[src/rtl/video_pkg.sv]
// Shared constants and types for the 720p test-pattern path: raster
// geometry, the colour palette and the pattern selector encoding.
package video_pkg;

  localparam int H_ACTIVE_720P = 1280;
  localparam int H_TOTAL_720P  = 1650;
  localparam int V_ACTIVE_720P = 720;
  localparam int V_TOTAL_720P  = 750;

  localparam logic [23:0] WHITE   = 24'hFFFFFF;
  localparam logic [23:0] BLACK   = 24'h000000;
  localparam logic [23:0] GREY25  = 24'h404040;
  localparam logic [23:0] YELLOW  = 24'hFFFF00;
  localparam logic [23:0] CYAN    = 24'h00FFFF;
  localparam logic [23:0] GREEN   = 24'h00FF00;
  localparam logic [23:0] MAGENTA = 24'hFF00FF;
  localparam logic [23:0] RED     = 24'hFF0000;
  localparam logic [23:0] BLUE    = 24'h0000FF;

  typedef enum logic [1:0] {
    PAT_BARS   = 2'd0,
    PAT_CHECK  = 2'd1,
    PAT_GRAD   = 2'd2,
    PAT_BORDER = 2'd3
  } patMode_e;

  // Classic SMPTE-style order, brightest on the left.
  function automatic logic [23:0] barColour(input logic [2:0] idx);
    logic [23:0] c;
    case (idx)
      3'd0:    c = WHITE;
      3'd1:    c = YELLOW;
      3'd2:    c = CYAN;
      3'd3:    c = GREEN;
      3'd4:    c = MAGENTA;
      3'd5:    c = RED;
      3'd6:    c = BLUE;
      default: c = BLACK;
    endcase
    return c;
  endfunction

endpackage

[src/rtl/video_raster_pos.sv]
// First pipeline stage: rebuilds the pixel position from the raw timing
// strobes, tracks the colour-bar index without a divider, and latches the
// pattern mode and frame counter at each frame start.
module video_raster_pos
  import video_pkg::*;
#(
  parameter int H_ACTIVE         = 1280,
  parameter int V_ACTIVE         = 720,
  parameter bit SYNC_ACTIVE_HIGH = 1'b1,
  parameter int XW               = $clog2(H_ACTIVE),
  parameter int YW               = $clog2(V_ACTIVE)
) (
  input  logic          clk,
  input  logic          reset,
  input  logic          vsync_i,
  input  logic          visible_i,
  input  logic [1:0]    mode_i,
  output logic [XW-1:0] x_o,
  output logic [YW-1:0] y_o,
  output logic [2:0]    bar_o,
  output patMode_e      activeMode_o,
  output logic [7:0]    frameCount_o
);

  localparam int BAR_W = H_ACTIVE / 8;
  localparam int BW    = (BAR_W > 1) ? $clog2(BAR_W) : 1;
  localparam logic [XW-1:0] X_LAST   = XW'(H_ACTIVE - 1);
  localparam logic [YW-1:0] Y_LAST   = YW'(V_ACTIVE - 1);
  localparam logic [BW-1:0] BAR_LAST = BW'(BAR_W - 1);

  logic          vsActive;
  logic          frameStart;
  logic          visFall;
  logic          vsPrev_q, vsPrev_d;
  logic          visPrev_q, visPrev_d;
  logic [XW-1:0] x_q, x_d;
  logic [YW-1:0] y_q, y_d;
  logic [BW-1:0] barCnt_q, barCnt_d;
  logic [2:0]    bar_q, bar_d;
  patMode_e      mode_q, mode_d;
  logic [7:0]    frameCount_q, frameCount_d;

  // Normalise vsync polarity and find the frame-start and end-of-line edges.
  always_comb begin
    vsActive   = (vsync_i == SYNC_ACTIVE_HIGH);
    frameStart = vsActive && !vsPrev_q;
    visFall    = !visible_i && visPrev_q;
  end

  // Next position: x and the bar tracker restart on each visible run and
  // freeze at the last column; frame start overrides the line advance.
  always_comb begin
    vsPrev_d     = vsActive;
    visPrev_d    = visible_i;
    x_d          = '0;
    barCnt_d     = '0;
    bar_d        = '0;
    y_d          = y_q;
    mode_d       = mode_q;
    frameCount_d = frameCount_q;
    if (visible_i && visPrev_q) begin
      x_d      = x_q;
      barCnt_d = barCnt_q;
      bar_d    = bar_q;
      if (x_q != X_LAST) begin
        x_d = x_q + 1'b1;
        if (barCnt_q == BAR_LAST) begin
          barCnt_d = '0;
          bar_d    = bar_q + 1'b1;
        end else begin
          barCnt_d = barCnt_q + 1'b1;
        end
      end
    end
    if (frameStart) begin
      y_d          = '0;
      mode_d       = patMode_e'(mode_i);
      frameCount_d = frameCount_q + 8'd1;
    end else if (visFall && (y_q != Y_LAST)) begin
      y_d = y_q + 1'b1;
    end
  end

  // Stage-1 state register with synchronous clear.
  always_ff @(posedge clk) begin
    if (reset) begin
      vsPrev_q     <= 1'b0;
      visPrev_q    <= 1'b0;
      x_q          <= '0;
      y_q          <= '0;
      barCnt_q     <= '0;
      bar_q        <= '0;
      mode_q       <= PAT_BARS;
      frameCount_q <= '0;
    end else begin
      vsPrev_q     <= vsPrev_d;
      visPrev_q    <= visPrev_d;
      x_q          <= x_d;
      y_q          <= y_d;
      barCnt_q     <= barCnt_d;
      bar_q        <= bar_d;
      mode_q       <= mode_d;
      frameCount_q <= frameCount_d;
    end
  end

  assign x_o          = x_q;
  assign y_o          = y_q;
  assign bar_o        = bar_q;
  assign activeMode_o = mode_q;
  assign frameCount_o = frameCount_q;

endmodule

[src/rtl/video_pattern_gen.sv]
// Test-pattern pixel source: two-stage pipeline turning the timing
// generator strobes into RGB plus syncs and DE delayed to stay aligned.
module video_pattern_gen
  import video_pkg::*;
#(
  parameter int H_ACTIVE         = 1280,
  parameter int V_ACTIVE         = 720,
  parameter bit SYNC_ACTIVE_HIGH = 1'b1,
  parameter int CHECK_SHIFT      = 5
) (
  input  logic       clk,
  input  logic       reset,
  input  logic       hsync_in,
  input  logic       vsync_in,
  input  logic       visible_in,
  input  logic [1:0] mode,
  output logic       hsync_out,
  output logic       vsync_out,
  output logic       de_out,
  output logic [7:0] r,
  output logic [7:0] g,
  output logic [7:0] b,
  output logic [7:0] frame_count
);

  localparam int XW = $clog2(H_ACTIVE);
  localparam int YW = $clog2(V_ACTIVE);
  localparam logic SYNC_IDLE = ~SYNC_ACTIVE_HIGH;
  localparam logic [XW-1:0] X_LAST = XW'(H_ACTIVE - 1);
  localparam logic [YW-1:0] Y_LAST = YW'(V_ACTIVE - 1);

  logic [XW-1:0] posX;
  logic [YW-1:0] posY;
  logic [2:0]    barIdx;
  patMode_e      activeMode;
  logic [7:0]    frameCount;
  logic [23:0]   pixel;

  logic        hsS1_q, hsS1_d;
  logic        vsS1_q, vsS1_d;
  logic        deS1_q, deS1_d;
  logic        hsOut_q, hsOut_d;
  logic        vsOut_q, vsOut_d;
  logic        deOut_q, deOut_d;
  logic [23:0] rgbOut_q, rgbOut_d;

  video_raster_pos #(
    .H_ACTIVE         (H_ACTIVE),
    .V_ACTIVE         (V_ACTIVE),
    .SYNC_ACTIVE_HIGH (SYNC_ACTIVE_HIGH),
    .XW               (XW),
    .YW               (YW)
  ) u_raster (
    .clk          (clk),
    .reset        (reset),
    .vsync_i      (vsync_in),
    .visible_i    (visible_in),
    .mode_i       (mode),
    .x_o          (posX),
    .y_o          (posY),
    .bar_o        (barIdx),
    .activeMode_o (activeMode),
    .frameCount_o (frameCount)
  );

  // Colour for the stage-1 pixel according to the mode latched at frame start.
  always_comb begin
    pixel = BLACK;
    case (activeMode)
      PAT_BARS:  pixel = barColour(barIdx);
      PAT_CHECK: pixel = (posX[CHECK_SHIFT] ^ posY[CHECK_SHIFT]) ? WHITE : BLACK;
      PAT_GRAD:  pixel = {8'(posX), 8'(posY), frameCount};
      PAT_BORDER: begin
        if ((posX == '0) || (posX == X_LAST) || (posY == '0) || (posY == Y_LAST)) begin
          pixel = WHITE;
        end else begin
          pixel = GREY25;
        end
      end
      default:   pixel = BLACK;
    endcase
  end

  // Both pipeline stages: timing strobes ride alongside, colour blanked outside DE.
  always_comb begin
    hsS1_d   = hsync_in;
    vsS1_d   = vsync_in;
    deS1_d   = visible_in;
    hsOut_d  = hsS1_q;
    vsOut_d  = vsS1_q;
    deOut_d  = deS1_q;
    rgbOut_d = deS1_q ? pixel : BLACK;
  end

  // Pipeline registers; syncs clear to their idle level.
  always_ff @(posedge clk) begin
    if (reset) begin
      hsS1_q   <= SYNC_IDLE;
      vsS1_q   <= SYNC_IDLE;
      deS1_q   <= 1'b0;
      hsOut_q  <= SYNC_IDLE;
      vsOut_q  <= SYNC_IDLE;
      deOut_q  <= 1'b0;
      rgbOut_q <= '0;
    end else begin
      hsS1_q   <= hsS1_d;
      vsS1_q   <= vsS1_d;
      deS1_q   <= deS1_d;
      hsOut_q  <= hsOut_d;
      vsOut_q  <= vsOut_d;
      deOut_q  <= deOut_d;
      rgbOut_q <= rgbOut_d;
    end
  end

  assign hsync_out   = hsOut_q;
  assign vsync_out   = vsOut_q;
  assign de_out      = deOut_q;
  assign r           = rgbOut_q[23:16];
  assign g           = rgbOut_q[15:8];
  assign b           = rgbOut_q[7:0];
  assign frame_count = frameCount;

endmodule

[config.mk]
export PLATFORM = sky130hd
export DESIGN_NAME = video_pattern_gen
export DESIGN_NICKNAME = d
export VERILOG_FILES = /design/src/rtl/video_pkg.sv /design/src/rtl/video_raster_pos.sv /design/src/rtl/video_pattern_gen.sv
export SDC_FILE = /design/constraint.sdc
export NUM_CORES = 1
export LEC_CHECK = 0
export CAP_MARGIN = 40
export CORE_AREA = 2 2 99 101
export CTS_CLUSTER_SIZE = 30
export DETAILED_ROUTE_END_ITERATION = 8
export DIE_AREA = 0 0 101 103
export PLACE_DENSITY_LB_ADDON = 0.1
export RECOVER_POWER = 50
export SLEW_MARGIN = 0
export SYNTH_ARGS = -nofsm -noshare
export SYNTH_HDL_FRONTEND = slang
export SYNTH_SLANG_ARGS = --single-unit
[constraint.sdc]
create_clock -name clk -period 2.2 [get_ports clk]
set_input_delay 0.33 -clock clk [delete_from_list [all_inputs] [get_ports clk]]
set_output_delay 0.33 -clock clk [all_outputs]
set_load 0.1 [all_outputs]
[Word-level counts from Yosys, hierarchy flattened]
Index checks and enable logic that the tools add are counted.
W data, S select, Z words.
Storage, ports and cells
  bits in registers: 72
  input bits: 7
  output and inout port bits: 35
  logic and storage cells: 57
Cells by class
  add/subtract/negate cells: 5
  eq/ne operators: 14
  muxes and demuxes: 5
  bitwise gates (word level): 3
  reductions and logical operators: 17
Operators with widths (count)
  $pmux W24 S7: 1
  $pmux W24 S4: 1
  $mux W24: 2
  $add A8 B1 Y8 const B: 2
  $add A11 B1 Y11 const B: 1
  $eq A11 B11 Y1 const B: 1
  $logic_not A11 Y1: 1
  $ne A11 B11 Y1 const B: 1
  $add A10 B1 Y10 const B: 1
  $eq A10 B10 Y1 const B: 1
  $logic_not A10 Y1: 1
  $ne A10 B10 Y1 const B: 1
  $eq A3 B3 Y1 const B: 3
  $eq A8 B8 Y1 const B: 1
  $mux W8: 1
  $eq A3 B2 Y1 const B: 2
  $reduce_or A2 Y1: 3
  $eq A2 B2 Y1 const B: 2
  $logic_and A1 B1 Y1: 4
  $add A3 B1 Y3 const B: 1
  $eq A3 B1 Y1 const B: 1
  $logic_not A3 Y1: 1
  $logic_or A1 B1 Y1: 3
  $eq A2 B1 Y1 const B: 1
  other kinds (5): 7

[Longest topological paths before layout]
Gate-level depths: netlist (run 1).
  depth in word-level cells: 6
  gate-level depth with buffers: 8
  mapped depth without buffers: 7

[Modules after synthesis]
From an unflattened synthesis (run 1), not the netlist that was laid out.
Second synthesis, totals
  cells, all modules: 346
  area total of the unflattened synthesis: 3233.1 um^2
Modules (own cells, without submodules)
  video_raster_pos: instances 1, cells an instance 221, area each 1973.1 um^2, sequential area each 880.8 um^2
  video_pattern_gen: instances 1, cells an instance 125, area each 1260.0 um^2, sequential area each 600.6 um^2

[Least setup slack after synthesis (run 1)]
Ideal clock, no wire load.
  path kind: register -> register
  from: register u_raster.frameCount_q[0] (netlist: u_raster.frameCount_o[0])
  to: register u_raster.frameCount_q[6] (netlist: u_raster.frameCount_o[6])
  setup time: 67 ps
  arrival time: 1859 ps
  data required time: 2133 ps
  path slack: 274 ps
  stages on the path, launching flop included: 6
  buffers on the path: 0
  clock period less this slack: 1926 ps
  path through: dfxtp_1 -> ha_1 -> and3_1 -> nand4_1 -> xor2_1 -> nor2_1
Between the ends
  cells in the longest elaborated chain, start to end: 1
RTL lines
  from (decl): line video_raster_pos.sv:41  | logic [7:0] frameCount_q, frameCount_d;
  from (signal assigned): line video_raster_pos.sv:103  | frameCount_q <= frameCount_d;
  $add A8 B1 Y8: line video_raster_pos.sv:78  | frameCount_d = frameCount_q + 8'd1;
Every way passes these cells.
A chain may end at the register's enable or synchronous reset.

[Final worst setup path (run 1)]
  from: register u_raster.bar_q[0] (netlist: u_raster.bar_o[0])
  to: register rgbOut_q[8]
Between the ends
  cells in the longest elaborated chain, start to end: 3
  elaborated cells between the ends (all ways): 9
  those cells by class: 6 x eq/ne; 2 x mux; 1 x reduce/logical
RTL lines
  from (decl): line video_raster_pos.sv:39  | logic [2:0] bar_q, bar_d;
  from (signal assigned): line video_raster_pos.sv:101  | bar_q <= bar_d;
  $eq A3 B3 Y1 (tied with other cells): line video_pkg.sv:30  | case (idx)
  $pmux W24 S7 *: line video_pkg.sv:30
  $pmux W24 S4 *: line video_pattern_gen.sv:69  | case (activeMode)
  to (signal assigned): line video_pattern_gen.sv:112  | rgbOut_q <= rgbOut_d;
  to (decl): line video_pattern_gen.sv:45  | logic [23:0] rgbOut_q, rgbOut_d;
Mark *: on every way between the ends. The rest lies on a longest branch, timed or not.

==> results of run 1 <==
[logic make-up after synthesis]
logic type	Yosys count	share of synthesized area [%]
fa+ha+maj	11	4.58
mux	5	1.66
compound gates	58	11.7
buf+inv	24	3.87
simple gates	140	23.0
xor+xnor	25	7.28
flops	72	47.9
[registers in the layout, indices dropped and copies added (netlist names)]
name / cells
de_out: 1
hsOut_d: 1
hsync_out: 1
rgbOut_q: 24
u_raster.activeMode_o: 2
u_raster.barCnt_q: 8
u_raster.bar_o: 3
u_raster.frameCount_o: 8
u_raster.visPrev_q: 1
u_raster.vsPrev_q: 1
u_raster.x_o: 11
u_raster.y_o: 10
vsync_out: 1
[per-stage QoR]
step | hold WS, ps | setup WS [ps] | cell area [µm²]
floorplan | 402 | 274 | 3010
global placement | 422 | 251 | 3490
detailed placement | 447 | 208 | 3490
CTS | 459 | 197 | 3680
global route | 478 | 27.6 | 3560
finish | 452 | 217 | 3560
[placed cells by master (no fill, tap or decap), types with 2 or more instances in the layout]
cell type	synthesis	final
buf_4	0	12
xor2_1	14	14
ha_1	11	11
dlygate4sd3_1	0	2
nor2_1	39	39
a32oi_1	2	2
nand2b_1	2	2
inv_1	8	9
or3_1	7	7
nand2_1	39	39
clkbuf_1	8	23
o21ai_1	4	4
xnor2_1	11	11
clkinv_2	0	3
clkbuf_8	0	9
clkdlybuf4s50_1	0	4
nor3_1	7	7
clkbuf_2	0	13
a21oi_1	36	36
and3_1	3	3
nor4_1	2	2
nor2b_1	8	8
o21ai_0	8	8
nand3_1	8	8
nand4_1	11	11
mux2i_1	5	5
dfxtp_1	72	72
and2_1	2	2
[routing by layer]
layer / vias to the layer above / GRT usage, % / wire [µm]
met5: - / 0 / 0
met4: 0 / 3.85 / 82
met3: 7 / 5.22 / 266
met2: 36 / 21.7 / 2930
met1: 1099 / 17.4 / 3140
li1: 1254 / - / -
[where the power goes]
group          leakage [nW]  internal [mW]  switching, mW
logic                 0.714         0.0551          0.245
clock network        0.0948          0.513          0.487
registers             0.585           1.33         0.0196
[final cells by class]
cell class                      instances  area (µm²)
Clock buffer                            9         124
Fill cell                            1042        5900
Multi-Input combinational cell        239        1450
Inverter                               10        37.5
Timing Repair Buffer                   54         302
Tap cell                              114         143
Clock inverter                          6        61.3
Sequential cell                        72        1440
[critical path, stage by stage (launching register included)]
cell and delay, ps:
dfxtp_1 400, inv_1 80, ha_1 210, or4_1 520, a32oi_1 270, nor2_1 180, a21oi_1 150, nand2_1 60
[path summary, 6_finish.rpt]
kind | startpoint | endpoint | depth (start not counted)
max | u_raster.bar_o[0]$_SDFFE_PP0P_ | rgbOut_q[8]$_SDFF_PP0_ | 7
min | hsOut_d$_SDFF_PP0_ | hsync_out$_SDFF_PP0_ | 1
max reg2reg | u_raster.bar_o[0]$_SDFFE_PP0P_ | rgbOut_q[8]$_SDFF_PP0_ | 7
min reg2reg | hsOut_d$_SDFF_PP0_ | hsync_out$_SDFF_PP0_ | 1
==> reports/metrics.cfg, run 1 <==
[synthesis]
synth_edf_count = 0
synth-seq-cells = 72
synth_top_area_share_pct = 47.9
syn_inst = 335
synth_area_mm2 = 0.00301
yosys.cell_types.count = 44
synth_common_cells = dfxtp_1, nand2_1, nor2_1
synth-seq-area-share_pct = 47.9
synth.most_common_cell = dfxtp_1
ys_async_sr_fraction_pct = 0
synth_fp_nets = 353
synth_area_leaders = dfxtp_1, a21oi_1, nand2_1
synth_flop_cell = dfxtp_1
ys_warn_count = 0
syn_avg_cell_area_um2 = 8.98
yosys.area.top_type = dfxtp_1

[critical_path]
cp-start-kind = register
cp.arrival_ps = 2220
crit_required_ps = 2430
rrSetupSlack_ps = 220
end_kind = register
criticalPathCategory = reg2reg
critPathMaxFanout = 7

[run_status]
status = complete, no violations

[floorplanning]
ios = 42
dieArea_mm2 = 0.0104
fp.dieH_um = 103
core_mm2 = 0.00946
initial_core_util_pct = 31.8
rows = 36
die_w_um = 101

[place]
placed_cells = 489
dp_hpwl_um = 4650
gp_congestion = 0.749
io_buffers = 41

[sta]
clock_skew_ps = 13.0
finalMaxSlewViolations = 0
hold_viol = 0
period_share_pct = 90.2
finalSetupViolCount = 0
relSlewSlack_pct = 21.0
worst_pin_slew_ps = 1190
max_freq_mhz = 504
fin_crit_ps = 1980
rsz0062_at_grt = no
finalSetupTns_ps = 0

[job]
cap_violations = 0

[clock_network]
post_cts_buffers = 0
tritoncts = yes
clkTransAtPathRegs_ps = 70
clk-insertion-delay-late_ps = 350
htreeDepth = 3
cts.sinks = 72
clock_path_buffers = 2
cts-root-buf = clkbuf_8
cts-resized-gates = 0
cts_hold_buf = 0
cts_made_buffers = 9

[detailed_routing]
vias = 2396
routed_wl_um = 6420
drt-pass1-iter-count = 4
wl_per_cell_um = 12.7
drt_iter0_drc = 57
ant_nets = 0
drc_errors = 0
avgViaCountPerCell = 4.75

[layout]
finalNonFillerCells = 504
utilization_pct = 37.6
antenna_cells = 0
drive_gt1_share_pct = 12.6
nets = 404
syn2layout_area_growth_pct = 18.3

[global_routing]
gr-usage-all-layers_pct = 13.7
grt_pass1_vias = 2292
gr-total-overflow = 0
antenna_found_initial = 0
grt_max_degree = 22
grt_pass1_wl_um = 11100

[power_and_ir_drop]
p_leak_nw = 1.39
ir_worst_vdd_uv = 251
powerDensity_mw_per_mm2 = 746
total_power_mw = 2.65

[hold_path]
hold_class = reg2reg

(Power assumes the default switching activity.)
==> run 2, diff against run 1 <==
--- a/config.mk
+++ b/config.mk
@@ -11,8 +11,7 @@
 export DETAILED_ROUTE_END_ITERATION = 8
 export DIE_AREA = 0 0 101 103
 export PLACE_DENSITY_LB_ADDON = 0.1
-export RECOVER_POWER = 50
-export SLEW_MARGIN = 0
+export RECOVER_POWER = 100
 export SYNTH_ARGS = -nofsm -noshare
 export SYNTH_HDL_FRONTEND = slang
 export SYNTH_SLANG_ARGS = --single-unit
==> constraint.sdc (replaced) <==
create_clock -name clk -period 1.7 [get_ports clk]
set_input_delay 0.255 -clock clk [delete_from_list [all_inputs] [get_ports clk]]
set_output_delay 0.255 -clock clk [all_outputs]
set_load 0.1 [all_outputs]
==> run 2 against run 1 <==
Compared with the run above:
- the flow now finishes with violations (setup timing)
- register-to-register slack got worse by 400 ps
- largest power group unchanged
- power increased by 40%
- setup slack got worse by 400 ps
- final cell count increased by 9.9%
- sequential power increased by 29%
- first-iteration DRC count increased by 7.0%
- routed wire length increased by 12%
- sequential share of layout area decreased by 7.0 points
==> reports/metrics.cfg, run 2 (synthesis results as in run 1) <==
[run_status]
status = finished, violations left
failed_checks = setup timing

[sta]
final.setup.worst_slack_ps = -187
finalMaxSlewViolations = 0
clock_skew_ps = 11.1
max_freq_mhz = 530
rsz0062_at_grt = yes
finalSetupViolCount = 17
relSlewSlack_pct = 51.7
whs_ps = 448
fin_crit_ps = 1890
period_share_pct = 111
hold_viol = 0
worst_pin_slew_ps = 725

[clock_network]
cts.sinks = 72
clkTransAtPathRegs_ps = 70
cts_made_buffers = 9
cts-root-buf = clkbuf_8
htreeDepth = 3
tritoncts = yes
cts_hold_buf = 0
clk-insertion-delay-late_ps = 350
clock_path_buffers = 2

[detailed_routing]
drt-pass1-iter-count = 4
drt_iter0_drc = 61
vias = 2575
avgViaCountPerCell = 4.65
wl_per_cell_um = 13.0
routed_wl_um = 7220
ant_nets = 0
drc_errors = 0

[layout]
final_cell_mix = dfxtp_1, buf_4, nor2_1
antenna_cells = 0
syn2layout_area_growth_pct = 44.8
largest_register_ffs = 24
finalNonFillerCells = 554
top_register = rgbOut_q
drive_gt1_share_pct = 38.2
layout_commonest_cell = dfxtp_1
nets = 453

[critical_path]
crit_required_ps = 1950
critPathBufInv = 1
cp.arrival_ps = 2130
cp_top_family = simple AND/OR/NAND/NOR gates
critPathMaxFanout = 7
slowest_stage = or4_4
path_cells = inv_4 > ha_2 > or4_4 > a32oi_4 > nor2_4 > a21oi_1 > nand2_1
critical_path.max_stage_delay_ps = 570
criticalPathCategory = reg2reg
end_kind = register
cp-start-kind = register

[hold_path]
hold_class = reg2reg

[job]
cap_violations = 0

[floorplanning]
core_mm2 = 0.00946
initial_core_util_pct = 31.8
ios = 42
die_w_um = 101
dieArea_mm2 = 0.0104
rows = 36
fp.dieH_um = 103

[power_and_ir_drop]
p_sw_share_pct = 27.3
power_frac_clock_pct = 40.4
powerDensity_mw_per_mm2 = 854
comb_power_share_pct = 12.7
ir_worst_vdd_uv = 451
p_leak_nw = 1.78
p_int_mw = 2.70
power.share.sequential_pct = 46.9
p_sw_mw = 1.02

[place]
placed_cells = 533
io_buffers = 41
place_ws_ps = -132
gp_congestion = 0.795
dp_hpwl_um = 5100

[global_routing]
grt_max_degree = 17
grt_pass1_wl_um = 12000
grt_pass1_vias = 2559
gr-usage-all-layers_pct = 14.9
gr-total-overflow = 0
antenna_found_initial = 0

[run 2: cell count changes in the layout (fill, tap and decap cells not counted), moves of 4 or more]
cell      before  now
nand2_1       39   33
buf_12         0    6
clkbuf_2      13   31
dfxtp_1       72   65
a21oi_2        0   14
nand2_4        0    4
clkbuf_1      23    3
a21oi_1       36   21
ha_2           0    5
inv_1          9    5
dfxtp_4        0    4
ha_1          11    3
buf_4         12   51
[run 2: per-stage QoR]
step           TNS [ps]  utilization (%)  total power, mW  cell area (µm²)
2_1_floorplan     -14.5                -             2.12             3060
3_3_place_gp      -1330             45.7             2.33             4320
3_5_place_dp      -1840             45.7             2.34             4320
4_1_cts           -1510             49.7             3.85             4700
5_1_grt           -4180             46.0             3.87             4350
6_report          -2360             46.0             3.72             4350
[run 2: timing repair]
action,4_1_cts,5_1_grt
gates cloned,1,0
resized for setup,27,33
setup endpoints to repair,22,35
setup buffers,2,2
pin swaps,6,19
[run 2: worst paths after layout]
path | slack (ps) | cells past startpoint | endpoint | startpoint
max | -190 | 7 | rgbOut_q[8]$_SDFF_PP0_ | u_raster.bar_o[1]$_SDFFE_PP0P_
min | 450 | 1 | hsync_out$_SDFF_PP0_ | hsOut_d$_SDFF_PP0_
max reg2reg | -190 | 7 | rgbOut_q[8]$_SDFF_PP0_ | u_raster.bar_o[1]$_SDFFE_PP0P_
min reg2reg | 450 | 1 | hsync_out$_SDFF_PP0_ | hsOut_d$_SDFF_PP0_
[run 2: layout make-up]
class / count / area, µm²
well taps: 114 / 143
repair buffers: 103 / 797
inverters: 10 / 40.0
clock inverters: 6 / 82.6
fillers: 966 / 5100
clock buffers: 10 / 138
multi-input cells: 239 / 1690
flip-flops and latches: 72 / 1460
[run 2: metal layers]
metal,wire (µm),share of wire [%],track usage [%],vias to the layer above
met1,3320,46,17.7,1183
met5,0,0,0,-
met2,3510,49,25.9,34
met4,100,1.4,4.99,0
li1,-,-,-,1346
met3,285,3.9,4.34,12
[run 2: worst register-to-register path, cell delays in order, from the launching register on]
cell     delay (ps)
dfxtp_4         400
inv_4            40
ha_2            160
or4_4           570
a32oi_4         320
nor2_4          110
a21oi_1         130
nand2_1          60
[run 2: power groups by stage]
stage / Clock, mW / Sequential [mW] / Combinational, mW
floorplan: 0 / 2.02 / 0.0948
global placement: 0 / 1.81 / 0.528
detailed placement: 0 / 1.81 / 0.530
CTS: 1.54 / 1.76 / 0.549
global route: 1.62 / 1.75 / 0.497
finish: 1.50 / 1.74 / 0.471
